[src/rtl/fifo_wr_arbiter.sv]
// Round-robin, burst-aware arbiter that shares one FIFO write port among NUM_REQ producers.
// A requester is granted for one burst. While the FIFO is not full, the arbiter forwards that
// requester's words. The burst is released on the last word, when the request drops, or when
// MAX_BURST words have been accepted.
// Optional build macro FIFO_ARB_STATS_EN adds per-requester acknowledged-word counters and a
// sticky write-acknowledge error flag.
module fifo_wr_arbiter #(
  parameter int unsigned NUM_REQ    = 4,
  parameter int unsigned FIFO_WIDTH = 16,
  parameter int unsigned MAX_BURST  = 4
) (
  input  logic                          clk,
  input  logic                          rst,
  input  logic [NUM_REQ-1:0]            req,
  input  logic [NUM_REQ-1:0]            req_last,
  input  logic [NUM_REQ*FIFO_WIDTH-1:0] req_data,
  output logic [NUM_REQ-1:0]            gnt,
  output logic [NUM_REQ-1:0]            ready,
  output logic [$clog2(NUM_REQ)-1:0]    owner,
  output logic                          busy,
  output logic [FIFO_WIDTH-1:0]         fifo_data_in,
  output logic                          fifo_wr_en,
  input  logic                          fifo_full,
  input  logic                          fifo_wr_ack
`ifdef FIFO_ARB_STATS_EN
  ,
  input  logic                          stats_clr,
  output logic [NUM_REQ*16-1:0]         acc_cnt,
  output logic                          ack_err
`endif
);

  localparam int unsigned OwnerW = $clog2(NUM_REQ);
  localparam logic [OwnerW-1:0] OwnerRst = OwnerW'(NUM_REQ - 1);
  localparam logic [7:0] MaxBurstC = 8'(MAX_BURST);

  typedef enum logic [0:0] {StIdle, StBurst} state_e;

  state_e              state_q, state_d;
  logic [NUM_REQ-1:0]  gnt_q, gnt_d;
  logic [OwnerW-1:0]   owner_q, owner_d;
  logic [7:0]          cnt_q, cnt_d;

  logic                pick_found;
  logic [OwnerW-1:0]   pick_idx;
  logic                in_burst;
  logic                own_req;
  logic                own_last;
  logic                accept;

  assign in_burst = (state_q == StBurst);
  assign own_req  = req[owner_q];
  assign own_last = req_last[owner_q];
  // A word that is offered during a reset cycle is dropped, so the FIFO never sees it.
  assign accept   = in_burst & own_req & ~fifo_full & ~rst;

  // Round-robin pick: the first set request bit found by searching upward from owner+1, with
  // wrap-around.
  always_comb begin
    logic [31:0] cand;
    pick_found = 1'b0;
    pick_idx   = owner_q;
    cand       = '0;
    for (int unsigned i = 1; i <= NUM_REQ; i++) begin
      cand = (32'(owner_q) + 32'(i)) % 32'(NUM_REQ);
      if (!pick_found && req[cand[OwnerW-1:0]]) begin
        pick_found = 1'b1;
        pick_idx   = cand[OwnerW-1:0];
      end
    end
  end

  // Datapath towards the FIFO and the per-requester accept strobes.
  always_comb begin
    fifo_wr_en   = accept;
    ready        = '0;
    ready[owner_q] = accept;
    fifo_data_in = '0;
    if (in_burst) begin
      fifo_data_in = req_data[32'(owner_q) * FIFO_WIDTH +: FIFO_WIDTH];
    end
  end

  // Next-state logic: arbitrate in IDLE, count accepted words in BURST, release on exit rules.
  always_comb begin
    state_d = state_q;
    gnt_d   = gnt_q;
    owner_d = owner_q;
    cnt_d   = cnt_q;
    unique case (state_q)
      StIdle: begin
        if (pick_found) begin
          state_d          = StBurst;
          owner_d          = pick_idx;
          gnt_d            = '0;
          gnt_d[pick_idx]  = 1'b1;
          cnt_d            = '0;
        end
      end
      StBurst: begin
        if (!own_req) begin
          state_d = StIdle;
          gnt_d   = '0;
          cnt_d   = '0;
        end else if (accept) begin
          if (own_last || (cnt_q + 8'd1 == MaxBurstC)) begin
            state_d = StIdle;
            gnt_d   = '0;
            cnt_d   = '0;
          end else begin
            cnt_d = cnt_q + 8'd1;
          end
        end
        // The FIFO is full: stall. The grant and the counter are both held.
      end
      default: begin
        state_d = StIdle;
        gnt_d   = '0;
        cnt_d   = '0;
      end
    endcase
  end

  // State registers. On reset the owner is set to NUM_REQ-1, so requester 0 wins the first
  // arbitration.
  always_ff @(posedge clk) begin
    if (rst) begin
      state_q <= StIdle;
      gnt_q   <= '0;
      owner_q <= OwnerRst;
      cnt_q   <= '0;
    end else begin
      state_q <= state_d;
      gnt_q   <= gnt_d;
      owner_q <= owner_d;
      cnt_q   <= cnt_d;
    end
  end

  assign gnt   = gnt_q;
  assign owner = owner_q;
  assign busy  = in_burst;

`ifdef FIFO_ARB_STATS_EN
  logic                  wr_q;
  logic [OwnerW-1:0]     wr_owner_q;
  logic [NUM_REQ*16-1:0] acc_q;
  logic                  ack_err_q;

  // Remember which requester issued last cycle's write, so the acknowledge can be attributed.
  always_ff @(posedge clk) begin
    if (rst) begin
      wr_q       <= 1'b0;
      wr_owner_q <= OwnerRst;
    end else begin
      wr_q       <= accept;
      wr_owner_q <= owner_q;
    end
  end

  // Acknowledged-word counters and the sticky flag for a missing or unexpected acknowledge.
  always_ff @(posedge clk) begin
    if (rst || stats_clr) begin
      acc_q     <= '0;
      ack_err_q <= 1'b0;
    end else begin
      if (fifo_wr_ack && wr_q) begin
        acc_q[32'(wr_owner_q) * 16 +: 16] <= acc_q[32'(wr_owner_q) * 16 +: 16] + 16'd1;
      end
      if (fifo_wr_ack != wr_q) begin
        ack_err_q <= 1'b1;
      end
    end
  end

  assign acc_cnt = acc_q;
  assign ack_err = ack_err_q;
`else
  logic unused_ack;
  assign unused_ack = fifo_wr_ack;
`endif

endmodule

[config.mk]
export PLATFORM = sky130hd
export DESIGN_NAME = fifo_wr_arbiter
export DESIGN_NICKNAME = d
export VERILOG_FILES = /design/src/rtl/fifo_wr_arbiter.sv
export SDC_FILE = /design/constraint.sdc
export NUM_CORES = 1
export LEC_CHECK = 0
export ABC_CLOCK_PERIOD_IN_PS = 6400
export CAP_MARGIN = 5
export CORE_ASPECT_RATIO = 1.5
export CORE_MARGIN = 2
export CORE_UTILIZATION = 60
export CTS_CLUSTER_DIAMETER = 150
export DETAILED_ROUTE_END_ITERATION = 12
export DONT_BUFFER_PORTS = 1
export PLACE_DENSITY = 0.83
export SYNTH_ARGS = -nofsm -noshare
export SYNTH_HDL_FRONTEND = slang
export SYNTH_SLANG_ARGS = --single-unit
[constraint.sdc]
create_clock -name clk -period 6.4 [get_ports clk]
set_input_delay 1.28 -clock clk [delete_from_list [all_inputs] [get_ports clk]]
set_output_delay 1.28 -clock clk [all_outputs]
set_load 0.02 [all_outputs]
== Yosys cells after proc, flatten, opt, wreduce, memory -nomap -nowiden ==
Cells that the tools add are included.

* Word-level logic and storage cells: 81
* Output and inout port bits: 28
* Input bits: 76
* Bits in registers: 15

* Add/sub/neg operators: 5
* Reduce and logical (&&, ||, !) cells: 12
* Muxes and demuxes: 40
* Bitwise logic cells: 7
* $lt $le $gt $ge: 8
* Equal/unequal tests: 4
* Shifts and indexed selects: 1

{| class="wikitable"
|+ Operators by type and width
! kind !! count
|-
| $shiftx 64x7->16 || 1
|-
| $mux 8 || 4
|-
| $lt 2x3->1 const B || 6
|-
| $mux 1 || 16
|-
| $mux 16 || 1
|-
| $mux 4 || 4
|-
| $pmux 8 s2 || 1
|-
| $bmux 1 s2 || 6
|-
| $add 8x1->8 const B || 1
|-
| $eq 8x3->1 const B || 1
|-
| $mux 2 || 4
|-
| $pmux 4 s2 || 1
|-
| $logic_and 1x1->1 || 5
|-
| $add 2x1->2 const B || 2
|-
| $add 2x2->2 const B || 2
|-
| $and 4x4->4 || 1
|-
| $demux 1 s2 || 2
|-
| $ge 2x1->1 const B || 2
|-
| $reduce_and 2->1 || 2
|-
| $and 1x1->1 || 3
|-
| $logic_not 1->1 || 3
|-
| $ne 3x2->1 const B || 1
|-
| $ne 3x3->1 const B || 1
|-
| $not 1->1 || 3
|-
| other kinds (4) || 4
|}

== Longest topological paths before layout ==
* Depth after elaboration: 19
* Depth in mapped cells: 11
* Gate-level depth less buffers: 7

== Least setup slack after synthesis ==
Ideal clock, no wire load.

* Path type: input-to-output
* From: input port req[2]
* To: output port ready[0]
* Cell stages on the path: 4
* Arrival time: 2.562 ns
* Path slack: 2.558 ns
* Path buffers: 0
* Data required time: 5.120 ns
* Cells stage by stage: mux4_2 nand2_1 nor3_1 and2_1

* Longest elaborated chain between the ends: 6

{| class="wikitable"
|+ RTL lines
! element !! line !! RTL
|-
| from (decl) || 14 || <nowiki>input logic [NUM_REQ-1:0] req,</nowiki>
|-
| $bmux 1 s2 || 52 || <nowiki>assign own_req = req[owner_q];</nowiki>
|-
| $mux 1 (not written as such) || 52 ||
|-
| $and 1x1->1 (3 in series) || 55 || <nowiki>assign accept = in_burst & own_req & ~fifo_full & ~rst;</nowiki>
|-
| net fifo_wr_en || 22 || <nowiki>output logic fifo_wr_en,</nowiki>
|-
| $and 4x4->4 (no line) || n/a ||
|-
| to (decl) || 18 || <nowiki>output logic [NUM_REQ-1:0] ready,</nowiki>
|}

The timed path passes the listed nets, and every way through them passes these cells. The select of a mux whose other input is x is not followed.

== Final worst setup path ==
* From: register owner_q[0] (netlist: owner[0])
* To: output port ready[2]

* Longest elaborated chain between the ends: 6
* Elaborated cells between the ends (all ways): 11
* Classes of those cells: 2 x order compare; 4 x mux; 4 x bitwise; 1 x reduce/logical

{| class="wikitable"
|+ RTL lines
! element !! line !! RTL
|-
| from (decl) || 41 || <nowiki>logic [OwnerW-1:0] owner_q, owner_d;</nowiki>
|-
| from (signal assigned) || 130 || <nowiki>owner_q <= OwnerRst;</nowiki>
|-
| from (signal assigned) || 135 || <nowiki>owner_q <= owner_d;</nowiki>
|-
| $bmux 1 s2 || 52 ||
|-
| $mux 1 (not written as such) || 52 ||
|-
| $and 1x1->1 (3 in series) || 55 ||
|-
| net fifo_wr_en || 22 ||
|-
| $and 4x4->4 (no line) || n/a ||
|}

The timed path passes the listed nets, and every way through them passes these cells. The select of a mux whose other input is x is not followed.

==> reports/qor.yml <==
outcome: "finished, final reports clean"
fin_nets: 246
async_flop_share_pct: 0
reg2reg_slack_ps: 2930
drc: 0
dr.pass1.iters: 4
yosysTopAreaCell: "mux4_2"
vdd_drop_max_uv: 265
synth_edf_count: 0
end_kind: "output pin"
drv_slew: 0
crit_family: "simple AND/OR/NAND/NOR gates"
core_area_um2: 2680
final_common_cell: "and2_1"
path_cells: "mux4_2, nand2_1, nor3_1, and2_1"
dp_cells: 196
yosysSeqAreaShare_pct: 17.9
drive_gt1_share_pct: 22.7
leakage_nw: 0.595
post-place-ws_ps: 2300
grt_pass1_vias: 1323
post-route-period-util_pct: 65.6
start_util_pct: 62.8
grt-ovfl-total: 0
synth_fp_nets: 252
die_h_um: 68.8
dp.final_hpwl_um: 3380
min_path_type: "flop to flop"
synth_top_area_share_pct: 25.4
critPathSlowestCell: "dfxtp_2"
dr.first_iter.drc_count: 37
synth_ff_type: "dfxtp_1"
postCtsSetupRepairBufs: 0
crit_type: "flop to output pin"
globalplace.congestion: 0.874
viasPerCell: 6.90
drtAntennaViolNets: 0
start_kind: "flop"
avgSynthCellArea_um2: 9.89
hold_buffers: 0
port_buffers: 0
grt_max_degree: 31
cts_tree: "done"
clk_path_buf_depth: 2
final_cell_mix: "21 x and2_1, 19 x mux4_2, 14 x dfxtp_1"
worstSkewPairLatency_ps: 250
cts.sinks: 15
clockRootBuffer: "clkbuf_8"
die-area_um2: 3250
fin_tns_setup_ps: 0
routed-via-count: 1401
min_period_ps: 4200
hold_ws_ps: 522
synth_area_leaders: "mux4_2 25%, dfxtp_1 18%, and2_1 7.8%"
cts_made_buffers: 3
critical-path-max-stage-delay_ps: 930
worst_slew_pin_slew_ps: 1050
htree_levels: 1
num_rows: 23
yosysWarnings: 0
antenna_found_initial: 4
setup_viol: 0
grt_first_pass_wirelength_um: 6380
slew_headroom_pct: 29.8
die_w_um: 47.2
track_usage_pct: 27.4
skew_ps: 1.06
final-instance-count-excl-fill: 203
rsz0062_at_grt: "no"
cp.buffers_inverters: 0
wl_per_cell_um: 20.7
critPathMaxFanout: 30
clkSlewWorstSetupHoldPaths_ps: 60
required_ps: 5120
drt-total-wl_um: 4200
post_synth_num_cell_types: 48
synth_cells: 170
final_hold_viol_count: 0
fmax_mhz: 238
synth_seq_cells: 15
setup_slack_ps: 2200
maxCapViolations: 0
syn_to_final_growth_pct: 2.60
arrival_ps: 2920
netlist_area_um2: 1680
io_pins: 104
ctsResizeCount: 0
power_density_nw_per_um2: 436
tightest hold or removal path, stage by stage, from the launching register on:
cell and delay [ps]:
dfxtp_1 340, nand2_1 70, o32ai_1 60
Yosys cell counts, types with 2 or more instances:
master / count
o32ai_2: 2
nor2b_1: 3
o2bb2ai_1: 2
mux2i_1: 2
clkbuf_1: 6
or2_2: 2
mux2_2: 2
o211ai_1: 2
and4_1: 2
dfxtp_1: 15
o21ai_0: 5
nand2b_1: 2
mux4_2: 19
a32oi_1: 2
and2_1: 21
nand3_1: 6
nor2_1: 3
nand3b_1: 2
buf_1: 2
o32ai_1: 7
buf_6: 2
ha_1: 6
or3_1: 4
nor3_1: 2
xnor2_1: 3
a31oi_1: 4
inv_1: 13
nand2_1: 9
stage by stage:
step                      total power, mW  util (%)  instance area, um^2
after floorplan                     0.627         -                 1680
after global placement              0.658      62.5                 1670
after detailed placement            0.676      62.5                 1670
after CTS                           0.755      64.2                 1720
after global routing                0.808      64.4                 1720
final                               0.753      64.5                 1730
path summary, 6_finish.rpt:
kind,depth (start not counted),to,start
setup / recovery,4,ready[2],owner[0]$_SDFFE_PP1P_
hold / removal,2,cnt_q[7]$_SDFFE_PP0P_,cnt_q[7]$_SDFFE_PP0P_
setup reg to reg,7,cnt_q[3]$_SDFFE_PP0P_,owner[0]$_SDFFE_PP1P_
hold reg to reg,2,cnt_q[7]$_SDFFE_PP0P_,cnt_q[7]$_SDFFE_PP0P_
registers in the layout, summed over array words and instances, names as in the netlist:
signal	flops
cnt_q	8
gnt	4
owner	2
busy	1
power breakdown:
group | internal [mW] | switching, mW | total, mW
logic | 0.227 | 0.243 | 0.470
clock network | 0.0431 | 0.0344 | 0.0775
registers | 0.117 | 0.0886 | 0.206
routing by layer:
layer | global-route usage [%] | up-vias | share of wire, %
li1 | - | 648 | -
met1 | 31.9 | 672 | 35
met2 | 45.4 | 75 | 54
met3 | 10.7 | 4 | 9.9
met4 | 7.99 | 2 | 0.52
met5 | 0 | - | 0.31
cells by family (layout without fill, tap and decap cells):
| family | after synthesis | count (layout) | share of synthesized area, % |
|---|---|---|---|
| fa+ha+maj | 6 | 6 | 4.46 |
| xor+xnor | 4 | 4 | 2.08 |
| flops | 15 | 15 | 17.9 |
| buf+inv | 25 | 18 | 6.77 |
| compound gates | 37 | 37 | 20.2 |
| simple gates | 60 | 60 | 20.7 |
| other cells | 0 | 3 | 0 |
| mux | 23 | 23 | 28.0 |
cell type report:
| class | instances | area [um^2] |
|---|---|---|
| sequential | 15 | 302 |
| antenna | 3 | 7.51 |
| timing repair buffer | 1 | 7.51 |
| tap | 37 | 46.3 |
| inverter | 13 | 48.8 |
| clock inverter | 1 | 5.00 |
| clock buffer | 3 | 41.3 |
| fill | 231 | 951 |
| multi-input combinational | 130 | 1270 |
No activity file was read; power rests on OpenSTA's default activity.
